`src/rtl/serv_dbus_bridge_pkg.sv`:
```
// serv_dbus_bridge_pkg: shared FSM encoding and lane-select helpers for the data-bus bridge
//   state_t        : IDLE / BUS / RESP encoding
//   SEL_*          : byte-lane enable constants
//   misaligned()   : access crosses its natural alignment
//   lane_sel()     : byte-lane enables from access size and address LSBs
package serv_dbus_bridge_pkg;
   typedef enum logic [1:0] {
      IDLE = 2'd0,
      BUS  = 2'd1,
      RESP = 2'd2
   } state_t;
   localparam logic [3:0] SEL_WORD    = 4'b1111;
   localparam logic [3:0] SEL_HALF_LO = 4'b0011;
   localparam logic [3:0] SEL_HALF_HI = 4'b1100;
   function automatic logic misaligned(input logic word, input logic half, input logic [1:0] lsb);
      return (word & |lsb) | (half & lsb[0]);
   endfunction
   function automatic logic [3:0] lane_sel(input logic word, input logic half, input logic [1:0] lsb);
      return word ? SEL_WORD : half ? (lsb[1] ? SEL_HALF_HI : SEL_HALF_LO) : 4'(4'b0001 << lsb);
   endfunction
endpackage

```
`src/rtl/serv_dbus_timeout.sv`:
```
// serv_dbus_timeout: bus-cycle watchdog counter
//   clk, rst : clock, synchronous active-high reset
//   clr      : hold counter at zero (outside a bus cycle)
//   en       : count one waiting cycle
//   expired  : counter has reached TIMEOUT-1 (last cycle to wait)
module serv_dbus_timeout #(
   parameter int TIMEOUT = 255,
   parameter int TO_W    = 8
) (
   input  logic clk,
   input  logic rst,
   input  logic clr,
   input  logic en,
   output logic expired
);
   logic [TO_W-1:0] cnt;
   always_ff @(posedge clk) begin
      if (rst || clr) cnt <= '0;
      else if (en) cnt <= cnt + 1'b1;
   end
   assign expired = cnt == TO_W'(TIMEOUT - 1);
endmodule

```
`src/rtl/serv_dbus_bridge.sv`:
```
// serv_dbus_bridge: sequences one Wishbone-classic load/store per core request
//   i_clk, i_rst          : clock, synchronous active-high reset
//   i_req/i_we/i_word/i_half/i_adr/i_wdat : request and its attributes
//   o_wb_* / i_wb_rdt / i_wb_ack          : Wishbone data port (stb tied to cyc)
//   o_load, o_rdt         : read-data hand-back to the buffer register
//   o_ack, o_misalign, o_err, o_busy      : completion and status to the core
module serv_dbus_bridge
   import serv_dbus_bridge_pkg::*;
#(
   parameter int TIMEOUT = 255,
   parameter int TO_W    = 8
) (
   input  logic        i_clk,
   input  logic        i_rst,
   input  logic        i_req,
   input  logic        i_we,
   input  logic        i_word,
   input  logic        i_half,
   input  logic [31:0] i_adr,
   input  logic [31:0] i_wdat,
   output logic [31:0] o_wb_adr,
   output logic [31:0] o_wb_dat,
   output logic [3:0]  o_wb_sel,
   output logic        o_wb_we,
   output logic        o_wb_cyc,
   input  logic [31:0] i_wb_rdt,
   input  logic        i_wb_ack,
   output logic        o_load,
   output logic [31:0] o_rdt,
   output logic        o_ack,
   output logic        o_misalign,
   output logic        o_err,
   output logic        o_busy
);
   state_t state;
   logic   expired;
   generate
      if (TIMEOUT != 0) begin : g_to
         serv_dbus_timeout #(.TIMEOUT(TIMEOUT), .TO_W(TO_W)) u_to (
            .clk(i_clk),
            .rst(i_rst),
            .clr(state != BUS),
            .en(state == BUS && !i_wb_ack),
            .expired(expired)
         );
      end else begin : g_no_to
         assign expired = 1'b0;
      end
   endgenerate
   // Completion strobes are raised on the edge that enters RESP (or on the
   // rejecting edge for misalignment) so they are high for exactly one cycle.
   always_ff @(posedge i_clk) begin
      if (i_rst) begin
         state      <= IDLE;
         o_wb_cyc   <= 1'b0;
         o_wb_we    <= 1'b0;
         o_wb_sel   <= '0;
         o_load     <= 1'b0;
         o_ack      <= 1'b0;
         o_misalign <= 1'b0;
         o_err      <= 1'b0;
         o_rdt      <= '0;
         o_busy     <= 1'b0;
      end else begin
         o_ack      <= 1'b0;
         o_load     <= 1'b0;
         o_misalign <= 1'b0;
         o_err      <= 1'b0;
         case (state)
            IDLE: if (i_req) begin
               if (misaligned(i_word, i_half, i_adr[1:0])) begin
                  o_ack      <= 1'b1;
                  o_misalign <= 1'b1;
               end else begin
                  o_wb_adr <= {i_adr[31:2], 2'b00};
                  o_wb_dat <= i_wdat;
                  o_wb_sel <= lane_sel(i_word, i_half, i_adr[1:0]);
                  o_wb_we  <= i_we;
                  o_wb_cyc <= 1'b1;
                  o_busy   <= 1'b1;
                  state    <= BUS;
               end
            end
            BUS: if (i_wb_ack) begin
               o_wb_cyc <= 1'b0;
               o_ack    <= 1'b1;
               o_load   <= ~o_wb_we;
               if (!o_wb_we) o_rdt <= i_wb_rdt;
               state    <= RESP;
            end else if (expired) begin
               o_wb_cyc <= 1'b0;
               o_ack    <= 1'b1;
               o_err    <= 1'b1;
               state    <= RESP;
            end
            RESP: begin
               o_busy <= 1'b0;
               state  <= IDLE;
            end
            default: begin
               o_wb_cyc <= 1'b0;
               o_busy   <= 1'b0;
               state    <= IDLE;
            end
         endcase
      end
   end
endmodule

```
`config.mk`:
```
export PLATFORM = sky130hd
export DESIGN_NAME = serv_dbus_bridge
export DESIGN_NICKNAME = d
export VERILOG_FILES = /design/src/rtl/serv_dbus_bridge_pkg.sv /design/src/rtl/serv_dbus_timeout.sv /design/src/rtl/serv_dbus_bridge.sv
export SDC_FILE = /design/constraint.sdc
export NUM_CORES = 1
export LEC_CHECK = 0
export CORE_UTILIZATION = 43
export CTS_BUF_LIST = sky130_fd_sc_hd__clkbuf_8
export DETAILED_ROUTE_END_ITERATION = 7
export PLACE_DENSITY = 0.86
export SYNTH_ARGS = -nofsm -noshare
export SYNTH_HDL_FRONTEND = slang
export SYNTH_SLANG_ARGS = --single-unit
```
`constraint.sdc`:
```
create_clock -name i_clk -period 6.8 [get_ports i_clk]
set_input_delay 1.36 -clock i_clk [delete_from_list [all_inputs] [get_ports i_clk]]
set_output_delay 1.36 -clock i_clk [all_outputs]
set_load 0.05 [all_outputs]
```
==> metrics.txt, run 1 <==
Lkg Pwr 2.24 nW; Synth Register Bits 115; pre-CTS setup slack 2.83 ns; CP Launch Type input pin; post-placement cell count 609; CTS tree built; I/O pin count 210; fillers 575; mux share of post-synthesis cell area 0.511%; Post-CTS Setup Repair Bufs 0; Initial Util 44.7%; synth unique cells 40; Top cell by count, worst path buf_4; Post-Synth XOR/XNOR Area 0.447%; Post-Syn Instances 307; slowest stage cell, crit path or4b_2; share of cells above drive strength 1 7.50%; final hold slack 0.452 ns; Placer Congestion 0.752; DR DRC count 0; min setup slack post-route 3.25 ns; core area 0.00876 mm²; Tot GR Track Use 25.8%; Mapped Area 0.00392 mm²; post-CTS sizing 0; critical path, cell by cell clkdlybuf4s50_1, buf_4, or4b_2, and3b_2, buf_4; Worst Path Class, Setup in -> reg; setup violators final 0; Iteration-0 DRC Markers 134; worst-skew pair later-pin latency 0.42 ns; Final Hold Fails 0; vias in the first global route 3263; Overall Power 1.63 mW; Pre-antenna DRT Iters 4; vias 3206; first-pass GRT wire length 18300 µm; Die Wd 97.4 µm; CTS H-Tree Depth 4; worst vdd ir 0.135 mV; Hold WC Path Type reg -> reg; Critical Path AT 3.59 ns; Non-Filler Instances 641; Clock transition at path regs 0.07 ns; Synth Area in Adders 0.639%; vias per cell 5.00; largest net degree at the start of global routing 65; DR WL/cell 18.6 µm; Num Clock Sinks 115; largest family of logic cells by synthesized area simple AND/OR/NAND/NOR gates; Crit. End Element flop; die height 97.4 µm; fin crit period 3.55 ns; Max-Cap Viols 0; # diodes 0; skew final 0.0114 ns; most numerous cell in the Yosys netlist nand2_1; CTS Buf Count 17; most common flop cell mapped by yosys edfxtp_1; CP required 6.84 ns; CTS Hold Buffers Added 0; Clock Tree Root clkbuf_8; Routed WL 12000 µm; relative slew slack 48.0%; row cnt 34; pwr dens 251 mW/mm²; DPL Wire Length 8500 µm; antenna violations before repair 0; critical path peak fanout 64; crit share post-route 52.2%; Die Footprint 0.00949 mm²; sequential area share after synthesis 74.6%; area grow syn2layout 65.8%; Max stage delay on crit path 0.66 ns; post-synthesis compound-gate area fraction 8.34%; Tightest Pin Transition 0.781 ns; Final nets 625; leading post-synthesis cells by cell area edfxtp_1 48%, dfxtp_1 27%, nand2_1 6.7%; YS warnings 0; area leader, netlist edfxtp_1; max-slew violations 0; Port Buffers 207; Synth top area share 47.5%; status finished, final reports clean; ys async rst share 0%; Detail Route Antenna Nets 0; setup TNS 0 ns; area share of and/or/nand/nor cells after synthesis 12.5%; EDFF count, synth 62; Fmax 282 MHz; RSZ-0062 raised after global routing false; Syn Area/Cell 12.8 µm²; Post-synth top cells 70 x nand2_1, 62 x edfxtp_1, 53 x dfxtp_1, 39 x a21oi_1, 11 x clkbuf_1; CTS Buffer Depth 2; GRT overflow 0
-- placed cells by master (no fill, tap or decap), drive strengths merged, types with 2 or more instances in the layout --
| cell type | Yosys | final |
|---|---|---|
| dfxtp | 53 | 53 |
| edfxtp | 62 | 62 |
| or3 | 2 | 2 |
| nand4bb | 2 | 2 |
| or4b | 2 | 2 |
| nor2 | 6 | 6 |
| buf | 7 | 4 |
| mux2i | 2 | 2 |
| clkdlybuf4s50 | 0 | 207 |
| ha | 2 | 2 |
| o21bai | 2 | 2 |
| o21ai | 6 | 6 |
| nor3b | 4 | 4 |
| and3 | 2 | 2 |
| nand2 | 70 | 70 |
| a311oi | 3 | 3 |
| clkinvlp | 0 | 2 |
| a21oi | 39 | 39 |
| nand2b | 4 | 4 |
| conb | 1 | 2 |
| clkinv | 0 | 4 |
| nor3 | 2 | 2 |
| or4 | 2 | 2 |
| inv | 6 | 11 |
| o31ai | 2 | 2 |
| a31oi | 3 | 3 |
| bufinv | 0 | 2 |
| clkbuf | 11 | 19 |
-- area by class of cell --
| class | count | area, µm² | share of cell area [%] |
|---|---|---|---|
| Tap cell | 108 | 135 | 2.08 |
| Clock inverter | 13 | 146 | 2.25 |
| Inverter | 6 | 22.5 | 0.347 |
| Timing Repair Buffer | 211 | 2100 | 32.4 |
| Multi-Input combinational cell | 169 | 902 | 13.9 |
| Clock buffer | 19 | 262 | 4.03 |
| Sequential cell | 115 | 2920 | 45.0 |
-- state kept, by name, indices dropped and copies added (netlist names), 2 cells and up --
signal	flops
g_to.u_to.cnt	8
o_wb_sel	4
o_rdt	32
state	2
o_wb_dat	32
o_wb_adr	30
-- logic make-up (layout without fill, tap and decap cells) --
logic type                 Yosys count  count (layout)
DFF                                115             115
and+or+nand+nor                    103             103
AOI/OAI and AO/OA                   58              58
buffers and inverters               24             249
adders and majority gates            2               2
xor gates and xnor gates             2               2
muxes                                2               2
other                                1               2
-- power breakdown --
| part | switching (mW) | internal, mW |
|---|---|---|
| Clock | 0.291 | 0.350 |
| Sequential | 0.0109 | 0.756 |
| Combinational | 0.123 | 0.0963 |
| Total | 0.425 | 1.20 |
-- path summary, 6_finish.rpt --
| kind | from | end | slack, ns | cells past startpoint |
|---|---|---|---|---|
| max | i_rst | o_wb_adr[7]$_DFFE_PP_ | 3.25 | 5 |
| min | o_rdt[26]$_SDFFE_PP0P_ | o_rdt[26]$_SDFFE_PP0P_ | 0.45 | 2 |
| max reg2reg | state[1]$_SDFFE_PP0P_ | o_wb_adr[7]$_DFFE_PP_ | 4.41 | 3 |
| min reg2reg | o_rdt[26]$_SDFFE_PP0P_ | o_rdt[26]$_SDFFE_PP0P_ | 0.45 | 2 |
-- critical path: cells and delay by family --
| kind | cells | cell delay, ns |
|---|---|---|
| buffers and inverters | 3 | 1.30 |
| AND/OR/NAND/NOR | 2 | 0.91 |
-- per-stage QoR --
step                cell area [µm²]  utilization, %
finish                         6490            74.1
global route                   6490            74.1
CTS                            6490            74.1
detailed placement             6080            69.4
global placement               6080            69.4
floorplan                      3920               -
-- metal layers --
layer | global-route usage (%) | wire length [µm] | vias up
li1 | - | - | 1510
met1 | 28.4 | 4500 | 1524
met2 | 44.9 | 6170 | 160
met3 | 10.6 | 1110 | 12
met4 | 8.94 | 174 | 0
met5 | 0 | 0 | -
Power figures use the tool's default switching activity.
==> inputs of run 2 (changes only) <==
--- a/config.mk
+++ b/config.mk
@@ -5,10 +5,10 @@
 export SDC_FILE = /design/constraint.sdc
 export NUM_CORES = 1
 export LEC_CHECK = 0
-export CORE_UTILIZATION = 43
+export CORE_UTILIZATION = 36
 export CTS_BUF_LIST = sky130_fd_sc_hd__clkbuf_8
 export DETAILED_ROUTE_END_ITERATION = 7
-export PLACE_DENSITY = 0.86
+export PLACE_DENSITY = 0.77
 export SYNTH_ARGS = -nofsm -noshare
 export SYNTH_HDL_FRONTEND = slang
 export SYNTH_SLANG_ARGS = --single-unit
==> constraint.sdc (replaced) <==
create_clock -name i_clk -period 2.8 [get_ports i_clk]
set_input_delay 0.56 -clock i_clk [delete_from_list [all_inputs] [get_ports i_clk]]
set_output_delay 0.56 -clock i_clk [all_outputs]
set_load 0.05 [all_outputs]
==> metrics.txt, run 2 (synthesis results as in run 1) <==
Lkg Pwr 2.29 nW; Switch Pwr 1.02 mW; largest net degree at the start of global routing 44; Final Hold Fails 0; CP Launch Type flop; setup TNS 0 ns; critical path, cell by cell clkdlybuf4s50_1; max-slew violations 0; Fmax 428 MHz; status finished, final reports clean; vias per cell 4.68; Num Clock Sinks 115; Crit. End Element output pin; RSZ-0062 raised after global routing false; vias in the first global route 3001; Clock power frac 43.8%; relative slew slack 62.1%; share of cells above drive strength 1 7.68%; Max-Cap Viols 0; Clock Tree Root clkbuf_8; I/O pin count 210; row cnt 37; Critical Path AT 1.78 ns; post-CTS sizing 0; area grow syn2layout 69.3%; first-pass GRT wire length 16500 µm; Placer Congestion 0.796; die height 106 µm; fin crit period 2.34 ns; Largest regs o_rdt (32), o_wb_dat (32), o_wb_adr (30); Clock transition at path regs 0.07 ns; reg2reg setup slack 0.75 ns; CTS tree built; DR DRC count 0; CTS H-Tree Depth 4; Port Buffers 207; Max stage delay on crit path 0.89 ns; Tot GR Track Use 19.8%; # diodes 0; Iteration-0 DRC Markers 117; DR WL/cell 16.4 µm; grt met2 use 32.6%; slowest stage cell, crit path clkdlybuf4s50_1; core area 0.0104 mm²; setup violators final 0; GRT overflow 0; Switching Fraction 24.0%; Pre-antenna DRT Iters 5; busiest grt layer met2; antenna violations before repair 0; commonest cells after routing, fill and taps aside 207 x clkdlybuf4s50_1, 70 x nand2_1, 62 x edfxtp_1; skew final 0.0112 ns; Tightest Pin Transition 0.567 ns; Hold WC Path Type reg -> reg; GRT met1 Usage 23.5%; Post-CTS Setup Repair Bufs 0; M3 GR Usage 8.95%; Power Internal 3.23 mW; Worst Path Class, Setup reg -> out; CTS Buffer Depth 2; worst-skew pair later-pin latency 0.42 ns; DPL Wire Length 8000 µm; Overall Power 4.25 mW; Flop pwr share 43.8%; combinational power share 12.5%; critical path's top delay family buffers and inverters; Die Footprint 0.0113 mm²; CP required 2.24 ns; Routed WL 11000 µm; commonest non-fill, non-tap cell in the layout clkdlybuf4s50_1; CTS Hold Buffers Added 0; CTS Buf Count 17; crit share post-route 83.4%; critical path peak fanout 5; Worst Path Buf+Inv 1; Initial Util 37.6%; Die Wd 106 µm; vias 3135; Detail Route Antenna Nets 0; worst vdd ir 0.377 mV; Final nets 627; Util after Layout 63.7%; pwr dens 641 mW/mm²
==> run 2: cell count changes in the layout (fill, tap and decap cells not counted), sizes merged <==
| cell | previous run | this run |
|---|---|---|
| inv | 11 | 10 |
| buf | 4 | 6 |
| clkinvlp | 2 | 0 |
| clkbuf | 19 | 17 |
| bufinv | 2 | 6 |
==> run 2: cell type report <==
cell class                      instances  area, µm²
Inverter                                6       22.5
Clock inverter                         14        250
Timing Repair Buffer                  213       2130
Multi-Input combinational cell        169        902
Fill cell                             804       3780
Tap cell                              136        170
Clock buffer                           17        234
Sequential cell                       115       2920
==> run 2: metal layers <==
| metal | vias to the layer above | wire (µm) |
|---|---|---|
| met1 | 1460 | 4330 |
| met2 | 152 | 5440 |
| met4 | 0 | 85 |
| met3 | 9 | 1100 |
| met5 | - | 0 |
| li1 | 1514 | - |
==> run 2: final timing paths <==
check / startpoint / to / cells after the start
worst max-delay path: o_wb_we$_SDFFE_PP0P_ / o_wb_we / 1
worst min-delay path: o_rdt[21]$_SDFFE_PP0P_ / o_rdt[21]$_SDFFE_PP0P_ / 2
worst max register to register: state[1]$_SDFFE_PP0P_ / o_wb_adr[18]$_DFFE_PP_ / 3
worst min register to register: o_rdt[21]$_SDFFE_PP0P_ / o_rdt[21]$_SDFFE_PP0P_ / 2
==> run 2: worst reg2reg max path, stage by stage (launching register included) <==
cell and delay [ns]:
dfxtp_1 0.41, or4b_2 0.72, and3b_2 0.30, buf_4 0.29
==> run 2: stage by stage <==
stage	std cells	area, µm²	hold slack, ns	setup WS [ns]
CTS	670	6630	0.458	0.428
global route	670	6630	0.479	0.384
floorplan	308	3920	0.438	0.271
global placement	639	6150	0.441	0.245
finish	670	6630	0.455	0.464
detailed placement	639	6150	0.449	0.211
==> run 2: power groups by stage <==
stage | Sequential (mW) | Combinational (mW) | Clock (mW)
floorplan | 2.07 | 0.0890 | 0
global placement | 1.90 | 0.523 | 0
detailed placement | 1.90 | 0.530 | 0
CTS | 1.86 | 0.533 | 1.90
global route | 1.87 | 0.557 | 1.98
finish | 1.86 | 0.530 | 1.86
==> inputs of run 3 (changes only) <==
--- a/config.mk
+++ b/config.mk
@@ -5,10 +5,10 @@
 export SDC_FILE = /design/constraint.sdc
 export NUM_CORES = 1
 export LEC_CHECK = 0
-export CORE_UTILIZATION = 36
+export CORE_UTILIZATION = 40
 export CTS_BUF_LIST = sky130_fd_sc_hd__clkbuf_8
 export DETAILED_ROUTE_END_ITERATION = 7
-export PLACE_DENSITY = 0.77
+export PLACE_DENSITY = 0.81
 export SYNTH_ARGS = -nofsm -noshare
 export SYNTH_HDL_FRONTEND = slang
 export SYNTH_SLANG_ARGS = --single-unit
==> constraint.sdc (replaced) <==
create_clock -name i_clk -period 2.3 [get_ports i_clk]
set_input_delay 0.46 -clock i_clk [delete_from_list [all_inputs] [get_ports i_clk]]
set_output_delay 0.46 -clock i_clk [all_outputs]
set_load 0.05 [all_outputs]
==> metrics.txt, run 3 (synthesis results as in run 1) <==
CP required 1.84 ns; Critical Path AT 1.63 ns; Detail Route Antenna Nets 0; max-slew violations 0; Iteration-0 DRC Markers 201; vias per cell 4.85; Clock Tree Root clkbuf_8; Largest regs o_rdt (32), o_wb_dat (32), o_wb_adr (30); DR DRC count 0; worst vdd ir 0.411 mV; area grow syn2layout 67.8%; setup violators final 0; Initial Util 41.8%; CP Depth 1; pre-CTS setup slack -0.163 ns; vias in the first global route 3021; setup TNS 0 ns; Tightest Pin Transition 0.575 ns; row cnt 35; DPL Wire Length 8330 µm; Lkg Pwr 2.26 nW; CTS tree built; first-pass GRT wire length 16100 µm; # diodes 0; Hold WC Path Type reg -> reg; Die Wd 101 µm; final hold slack 0.453 ns; Final Hold Fails 0; Worst Hold Depth 2; CTS Buffer Depth 2; Worst Path Class, Setup reg -> out; commonest cells after routing, fill and taps aside 206 x clkdlybuf4s50_1, 70 x nand2_1, 62 x edfxtp_1; Post-CTS Setup Repair Bufs 0; share of cells above drive strength 1 8.86%; reg2reg path depth 3; worst-skew pair later-pin latency 0.40 ns; fin crit period 2.09 ns; core area 0.00937 mm²; Routed WL 11200 µm; DRT met1 WL 4060 µm; largest net degree at the start of global routing 44; slowest stage cell, crit path clkdlybuf4s50_1; Num Clock Sinks 115; Max-Cap Viols 0; Pre-antenna DRT Iters 4; min setup slack post-route 0.215 ns; skew final 0.0108 ns; pwr dens 704 mW/mm²; fillers 692; Die Footprint 0.0102 mm²; die height 101 µm; Placer Congestion 0.803; WL met2 5680 µm; Clock transition at path regs 0.07 ns; Worst Path Buf+Inv 1; Max stage delay on crit path 0.86 ns; crit share post-route 90.7%; relative slew slack 61.5%; antenna violations before repair 0; Crit. End Element output pin; critical path's top delay family buffers and inverters; critical path, cell by cell clkdlybuf4s50_1; Fmax 480 MHz; reg2reg setup slack 0.39 ns; I/O pin count 210; Tot GR Track Use 21.8%; DR WL/cell 16.7 µm; Final nets 634; GRT overflow 0; status finished, final reports clean; CTS H-Tree Depth 4; routed length on met3 1270 µm; CP Launch Type flop; critical path peak fanout 3; RSZ-0062 raised after global routing false; vias 3255; CTS Buf Count 17; Max Used Layer met4; Port Buffers 207; commonest non-fill, non-tap cell in the layout clkdlybuf4s50_1
==> run 3: final timing paths <==
| check | start | to |
|---|---|---|
| worst max-delay path | o_wb_cyc$_SDFFE_PP0P_ | o_wb_cyc |
| worst min-delay path | o_rdt[10]$_SDFFE_PP0P_ | o_rdt[10]$_SDFFE_PP0P_ |
| worst max register to register | state[1]$_SDFFE_PP0P_ | o_wb_adr[24]$_DFFE_PP_ |
| worst min register to register | o_rdt[10]$_SDFFE_PP0P_ | o_rdt[10]$_SDFFE_PP0P_ |
==> run 3: stage by stage <==
stage               utilization (%)  instance area (µm²)  total power [mW]  instances
floorplan                         -                 3920              2.63        308
global placement               66.2                 6210              2.96        639
detailed placement             66.2                 6210              2.97        639
CTS                            70.1                 6570              4.67        671
global route                   70.1                 6570              4.79        671
finish                         70.1                 6570              4.63        671
==> run 3: per-layer routing <==
layer / global-route usage (%) / up-vias
met2: 37.2 / 166
li1: - / 1527
met5: 0 / -
met1: 22.9 / 1548
met4: 8.03 / 0
met3: 11.3 / 14
==> run 3: area by class of cell <==
| type | count | area [µm²] | area share, % |
|---|---|---|---|
| inverter | 6 | 22.5 | 0.343 |
| sequential | 115 | 2920 | 44.5 |
| multi-input combinational | 169 | 905 | 13.8 |
| clock buffer | 17 | 234 | 3.56 |
| timing repair buffer | 220 | 2190 | 33.4 |
| tap | 129 | 161 | 2.46 |
| clock inverter | 15 | 134 | 2.04 |
==> run 3: timing repair <==
| action | 4_1_cts | 5_1_grt |
|---|---|---|
| hold buffers | 0 | 0 |
| resized for setup | 1 | 0 |
| setup endpoints to repair | 1 | 0 |
| hold endpoints to repair | 0 | 0 |
==> run 3: power breakdown <==
| part | internal [mW] | switching (mW) | total [mW] | leakage (nW) |
|---|---|---|---|---|
| combinational | 0.299 | 0.366 | 0.665 | 1.09 |
| clock | 0.856 | 0.845 | 1.70 | 0.172 |
| sequential | 2.23 | 0.0264 | 2.26 | 0.997 |
